<file path="src/rtl/edge_detect_pkg.sv">
// Shared constants and helpers for the multi-channel edge detector.
package edge_detect_pkg;

  localparam logic [1:0] MODE_OFF  = 2'b00;
  localparam logic [1:0] MODE_RISE = 2'b01;
  localparam logic [1:0] MODE_FALL = 2'b10;
  localparam logic [1:0] MODE_BOTH = 2'b11;

  // Bits needed to hold 0..value-1, never less than one bit.
  function automatic int clog2_min1(input int value);
    int w;
    w = 1;
    while ((1 << w) < value) w++;
    return w;
  endfunction

endpackage

</file>
<file path="src/rtl/edge_detect_ch.sv">
// One channel: synchroniser, debounce filter, edge pulses, sticky pending
// flag and saturating event counter.
module edge_detect_ch
  import edge_detect_pkg::*;
#(
  parameter int SYNC_STAGES = 2,
  parameter int DEB_CYCLES  = 4,
  parameter int CNT_W       = 8
) (
  input  logic             clk,
  input  logic             rst_n,
  input  logic             a_i,
  input  logic [1:0]       mode_i,
  input  logic             clr_i,
  input  logic             cnt_clr_i,
  output logic             level_o,
  output logic             rise_o,
  output logic             down_o,
  output logic             pending_o,
  output logic [CNT_W-1:0] cnt_o
);

  localparam int                DCNT_W    = clog2_min1(DEB_CYCLES);
  localparam logic [DCNT_W-1:0] DCNT_LAST = DCNT_W'(DEB_CYCLES - 1);
  localparam logic [CNT_W-1:0]  CNT_MAX   = '1;

  logic [SYNC_STAGES-1:0] sync_q, sync_d;
  logic [DCNT_W-1:0]      dcnt_q, dcnt_d;
  logic                   filt_q, filt_d;
  logic                   filt_dly_q;
  logic                   pending_q, pending_d;
  logic [CNT_W-1:0]       cnt_q, cnt_d;
  logic                   s;
  logic                   ev;

  // NOTE: every always_comb output gets a default first so no path leaves it
  // unassigned; otherwise synthesis infers a latch.
  always_comb begin
    sync_d    = sync_q;
    sync_d[0] = a_i;
    for (int i = 1; i < SYNC_STAGES; i++) sync_d[i] = sync_q[i-1];
  end

  assign s = sync_q[SYNC_STAGES-1];

  // The filtered level only moves after DEB_CYCLES consecutive differing samples.
  always_comb begin
    filt_d = filt_q;
    dcnt_d = dcnt_q;
    if (s == filt_q) begin
      dcnt_d = '0;
    end else if (dcnt_q == DCNT_LAST) begin
      filt_d = s;
      dcnt_d = '0;
    end else begin
      dcnt_d = dcnt_q + DCNT_W'(1);
    end
  end

  assign rise_o  = filt_q & ~filt_dly_q;
  assign down_o  = ~filt_q & filt_dly_q;
  assign level_o = filt_q;

  assign ev = (rise_o & ((mode_i == MODE_RISE) || (mode_i == MODE_BOTH))) |
              (down_o & ((mode_i == MODE_FALL) || (mode_i == MODE_BOTH)));

  // A set in the same cycle as a clear wins.
  assign pending_d = ev | (pending_q & ~clr_i);

  always_comb begin
    cnt_d = cnt_q;
    if (cnt_clr_i) begin
      cnt_d = ev ? CNT_W'(1) : '0;
    end else if (ev && (cnt_q != CNT_MAX)) begin
      cnt_d = cnt_q + CNT_W'(1);
    end
  end

  // NOTE: sequential state uses non-blocking assignments so every flop samples
  // pre-edge values regardless of statement order.
  always_ff @(posedge clk or negedge rst_n) begin
    if (!rst_n) begin
      sync_q     <= '0;
      dcnt_q     <= '0;
      filt_q     <= 1'b0;
      filt_dly_q <= 1'b0;
      pending_q  <= 1'b0;
      cnt_q      <= '0;
    end else begin
      sync_q     <= sync_d;
      dcnt_q     <= dcnt_d;
      filt_q     <= filt_d;
      filt_dly_q <= filt_q;
      pending_q  <= pending_d;
      cnt_q      <= cnt_d;
    end
  end

  assign pending_o = pending_q;
  assign cnt_o     = cnt_q;

endmodule

</file>
<file path="src/rtl/edge_detect_multi.sv">
// N_CH independent edge-detect channels sharing one interrupt line.
module edge_detect_multi
  import edge_detect_pkg::*;
#(
  parameter int N_CH        = 4,
  parameter int SYNC_STAGES = 2,
  parameter int DEB_CYCLES  = 4,
  parameter int CNT_W       = 8
) (
  input  logic                  clk,
  input  logic                  rst_n,
  input  logic [N_CH-1:0]       a,
  input  logic [2*N_CH-1:0]     mode,
  input  logic [N_CH-1:0]       clr,
  input  logic [N_CH-1:0]       cnt_clr,
  output logic [N_CH-1:0]       level,
  output logic [N_CH-1:0]       rise,
  output logic [N_CH-1:0]       down,
  output logic [N_CH-1:0]       pending,
  output logic                  irq,
  output logic [N_CH*CNT_W-1:0] cnt
);

  for (genvar i = 0; i < N_CH; i++) begin : g_ch
    edge_detect_ch #(
      .SYNC_STAGES (SYNC_STAGES),
      .DEB_CYCLES  (DEB_CYCLES),
      .CNT_W       (CNT_W)
    ) u_ch (
      .clk       (clk),
      .rst_n     (rst_n),
      .a_i       (a[i]),
      .mode_i    (mode[2*i +: 2]),
      .clr_i     (clr[i]),
      .cnt_clr_i (cnt_clr[i]),
      .level_o   (level[i]),
      .rise_o    (rise[i]),
      .down_o    (down[i]),
      .pending_o (pending[i]),
      .cnt_o     (cnt[CNT_W*i +: CNT_W])
    );
  end

  assign irq = |pending;

endmodule

</file>
<file path="config.mk">
export PLATFORM = sky130hd
export DESIGN_NAME = edge_detect_multi
export DESIGN_NICKNAME = d
export VERILOG_FILES = /design/src/rtl/edge_detect_pkg.sv /design/src/rtl/edge_detect_ch.sv /design/src/rtl/edge_detect_multi.sv
export SDC_FILE = /design/constraint.sdc
export NUM_CORES = 1
export LEC_CHECK = 0
export ABC_AREA = 1
export CAP_MARGIN = 20
export CORE_MARGIN = 4
export CORE_UTILIZATION = 40
export DETAILED_ROUTE_END_ITERATION = 6
export HOLD_SLACK_MARGIN = 0.15
export PLACE_DENSITY = 0.66
export SYNTH_ARGS = -nofsm -noshare
export SYNTH_HDL_FRONTEND = slang
export SYNTH_SLANG_ARGS = --single-unit
</file>
<file path="constraint.sdc">
create_clock -name clk -period 1.6 [get_ports clk]
set_input_delay 0.16 -clock clk [delete_from_list [all_inputs] [get_ports clk]]
set_output_delay 0.16 -clock clk [all_outputs]
set_load 0.005 [all_outputs]
</file>
==> out/qor.csv <==
stage;metric;value;unit
final_layout;FF+latch area;1510;um2
yosys;syn nets;413;
yosys;post-synthesis compound-gate area fraction;5.63;%
sta;final hold vios;0;
drt;Detailed Route Iter0 Violations;135;
cts;Num CTS Buffers;9;
global_route;gr usage total;15.3;%
placed_design;I/O Buffers;70;
hold_path;Min-Delay Path Class;in2reg;
die;die width;96.2;um
die;Initial Util;42.0;%
power;Leak;2.05;nW
final_layout;Multi-input gate area;1290;um2
worst_setup_path;Critical Path Source Type;flop;
sta;setup slack after layout;0.0839;ns
die;Die Height;96.2;um
die;CORE AREA;7410;um2
final_layout;share of layout cells above drive strength 1;12.4;%
yosys;simple-gate area share of the yosys netlist;30.4;%
placed_design;Placed Cells;538;
cts;Max Root-Sink Buffers;2;
placed_design;hpwl dp;4.86;mm
final_layout;non-filler cells, final;559;
drt;post-detailed-routing wire length;6.38;mm
global_route;vias in the first global route;2495;
cts;H-Tree Depth;3;
drt;vias per inst;4.67;
drt;Detailed Routing Iterations Pass 1;4;
sta;worst rel slew slack;74.7;%
yosys;mapped cell area;3110;um2
power;Pwr Density;1240;nW/um2
drt;DR vias;2613;
sta;endpoints failing setup;0;
yosys;average size of a mapped cell;8.12;um2
final_layout;final design utilization;55.1;%
yosys;Post-synth EDFFs;0;
cts;CTS tree;built;
global_route;initial antenna violation count;0;
drt;DR DRC count;0;
sta;Final period util;94.8;%
yosys;share of synthesized flip-flops with an asynchronous set or reset;100;%
worst_setup_path;CP required;1.44;ns
sta;Worst Clk Skew;0.00715;ns
worst_setup_path;Critical Path AT;1.36;ns
global_route;first-pass GRT wire length;10.9;mm
final_layout;Fillers;675;
cts;clock-pin slew on the worst setup and hold paths;0.06;ns
run;Max-cap violations;0;
yosys;mux cell area share after synthesis;0;%
cts;Root Driver;clkbuf_8;
yosys;Yosys Warn Count;0;
final_layout;Synth-to-Final Area Change;31.2;%
yosys;area leader, netlist;dfrtp_1;
worst_setup_path;Worst Path Max Fanout;5;
yosys;Seq/Total Area, Yosys;48.3;%
yosys;largest cells by area after synthesis;dfrtp_1, nand2_1, nand3_1, inv_1, nor2_1;
sta;Worst-Margin Slew;0.380;ns
placed_design;placed instance area;3840;um2
yosys;adder-cell area share of the yosys netlist;3.22;%
sta;Final Slew Violations;0;
worst_setup_path;Worst Setup Path Type;reg2out;
yosys;Synth top area share;48.3;%
yosys;xor and xnor area share after synthesis;2.25;%
drt;WL per Instance;11.4;um
sta;RSZ-0062 raised after global routing;false;
sta;Setup TNS;0;ns
cts;clock tree sinks;60;
worst_setup_path;slowest cell on the critical path;clkdlybuf4s50_1;
sta;fmax;660;MHz
yosys;largest family of logic cells by synthesized area;simple AND/OR/NAND/NOR gates;
yosys;Synth Instances;383;
sta;final worst path period need;1.52;ns
worst_setup_path;crit path capture type;primary output;
placed_design;RePlAce Congestion;0.849;
drt;DRT antenna net count;0;
cts;Skew-Pair Late Insertion Delay;0.32;ns
worst_setup_path;crit-path cells;nor2_1, clkdlybuf4s50_1;
global_route;GRT overflow;0;
final_layout;Finished Cell Area;4080;um2
global_route;largest net degree at the start of global routing;47;
power;Max VDD drop;0.699;mV
yosys;count of different cell masters after synthesis;25;
worst_setup_path;crit-path max cell delay;0.50;ns
final_layout;ANT cells;0;
placed_design;Place WS;0.184;ns
die;Die Footprint;9250;um2
die;num rows;31;
yosys;Yosys reg bits;60;
status;status;complete, no violations;
yosys;Primary FF master, synth;dfrtp_1;
die;# IOs;71;
final_layout;final net count;486;
[final cells by class]
class                           count  area share (%)
Sequential cell                    60            36.9
Timing Repair Buffer               79            19.5
Multi-Input combinational cell    255            31.7
Inverter                           51            4.69
Clock inverter                      2           0.245
Clock buffer                       13            3.90
Tap cell                           99            3.04
[cell families (layout without fill, tap and decap cells)]
group,Yosys count,after routing
compound gates,32,32
xor+xnor,8,8
flops,60,60
buf+inv,68,145
simple gates,207,207
fa+ha+maj,8,8
[worst paths after layout]
| kind | from | endpoint | slack, ns | cells past startpoint |
|---|---|---|---|---|
| min | a[3] | g_ch[3].u_ch.sync_q[0]$_DFF_PN0_ | 0.27 | 1 |
| min in group asynchronous | rst_n | g_ch[2].u_ch.sync_q[0]$_DFF_PN0_ | 0.28 | 2 |
| min reg2reg | g_ch[0].u_ch.sync_q[0]$_DFF_PN0_ | g_ch[0].u_ch.sync_q[1]$_DFF_PN0_ | 0.35 | 0 |
| max in group asynchronous | rst_n | g_ch[0].u_ch.level_o$_DFFE_PN0P_ | 0.75 | 3 |
| max | g_ch[0].u_ch.level_o$_DFFE_PN0P_ | down[0] | 0.08 | 2 |
| max reg2reg | g_ch[2].u_ch.cnt_o[0]$_DFFE_PN0P_ | g_ch[2].u_ch.cnt_o[5]$_DFFE_PN0P_ | 0.18 | 9 |
[cell usage in the layout, fill, tap and decap left out, drive strengths merged, types with 4 or more instances in the layout]
cell	count
nand3	42
nand2	108
a21oi	7
clkdlybuf4s50	61
inv	51
nor2	44
o21ai	19
nor3	6
xor2	4
dlymetal6s2s	7
nand4	4
ha	8
clkbuf	13
o21bai	4
dfrtp	60
xnor2	4
buf	9
[Yosys cell counts, drive strengths merged, types with 6 or more instances]
library cell	instances
a21oi	7
nor2	44
nand2	108
inv	51
nand3	42
nor3	6
buf	17
ha	8
o21ai	19
dfrtp	60
[flip-flops by register name (all words and copies together) (netlist names)]
signal                flops
g_ch.u_ch.sync_q          8
g_ch.u_ch.dcnt_q          8
g_ch.u_ch.filt_dly_q      4
g_ch.u_ch.cnt_o          32
g_ch.u_ch.level_o         4
g_ch.u_ch.pending_o       4
[what timing repair did]
item | 4_1_cts | 5_1_grt
endpoints found under the hold margin | 60 | 0
hold buffers | 1 | 0
resized for setup | 5 | 8
gates cloned | 0 | 0
setup endpoints to repair | 6 | 7
buffers inserted | 3 | 2
[per-stage QoR]
stage,hold slack (ns),total power [mW]
finish,0.274,5.06
global route,0.253,5.51
CTS,0.254,5.15
detailed placement,0.107,3.89
global placement,0.100,3.85
floorplan,-0.136,3.21
[power by group]
| group | switching, mW | leakage [nW] | internal, mW |
|---|---|---|---|
| Sequential | 0.277 | 0.782 | 1.85 |
| Clock | 0.533 | 0.0893 | 0.634 |
| Combinational | 0.844 | 1.18 | 0.918 |
| Total | 1.65 | 2.05 | 3.40 |
[routing by layer]
metal | up-vias | share of wire [%] | track usage, %
met4 | 0 | 1.1 | 6.52
met5 | - | 0 | 0
met1 | 1198 | 48 | 20.0
li1 | 1343 | - | -
met2 | 65 | 45 | 22.8
met3 | 7 | 6.2 | 5.32
[worst max-delay path, delay by kind of cell (launching register included)]
family,cells,cell delay (ns)
buf+inv,1,0.50
simple gates,1,0.10
flops,1,0.43
Note: power is estimated with default switching activity, not from simulation.
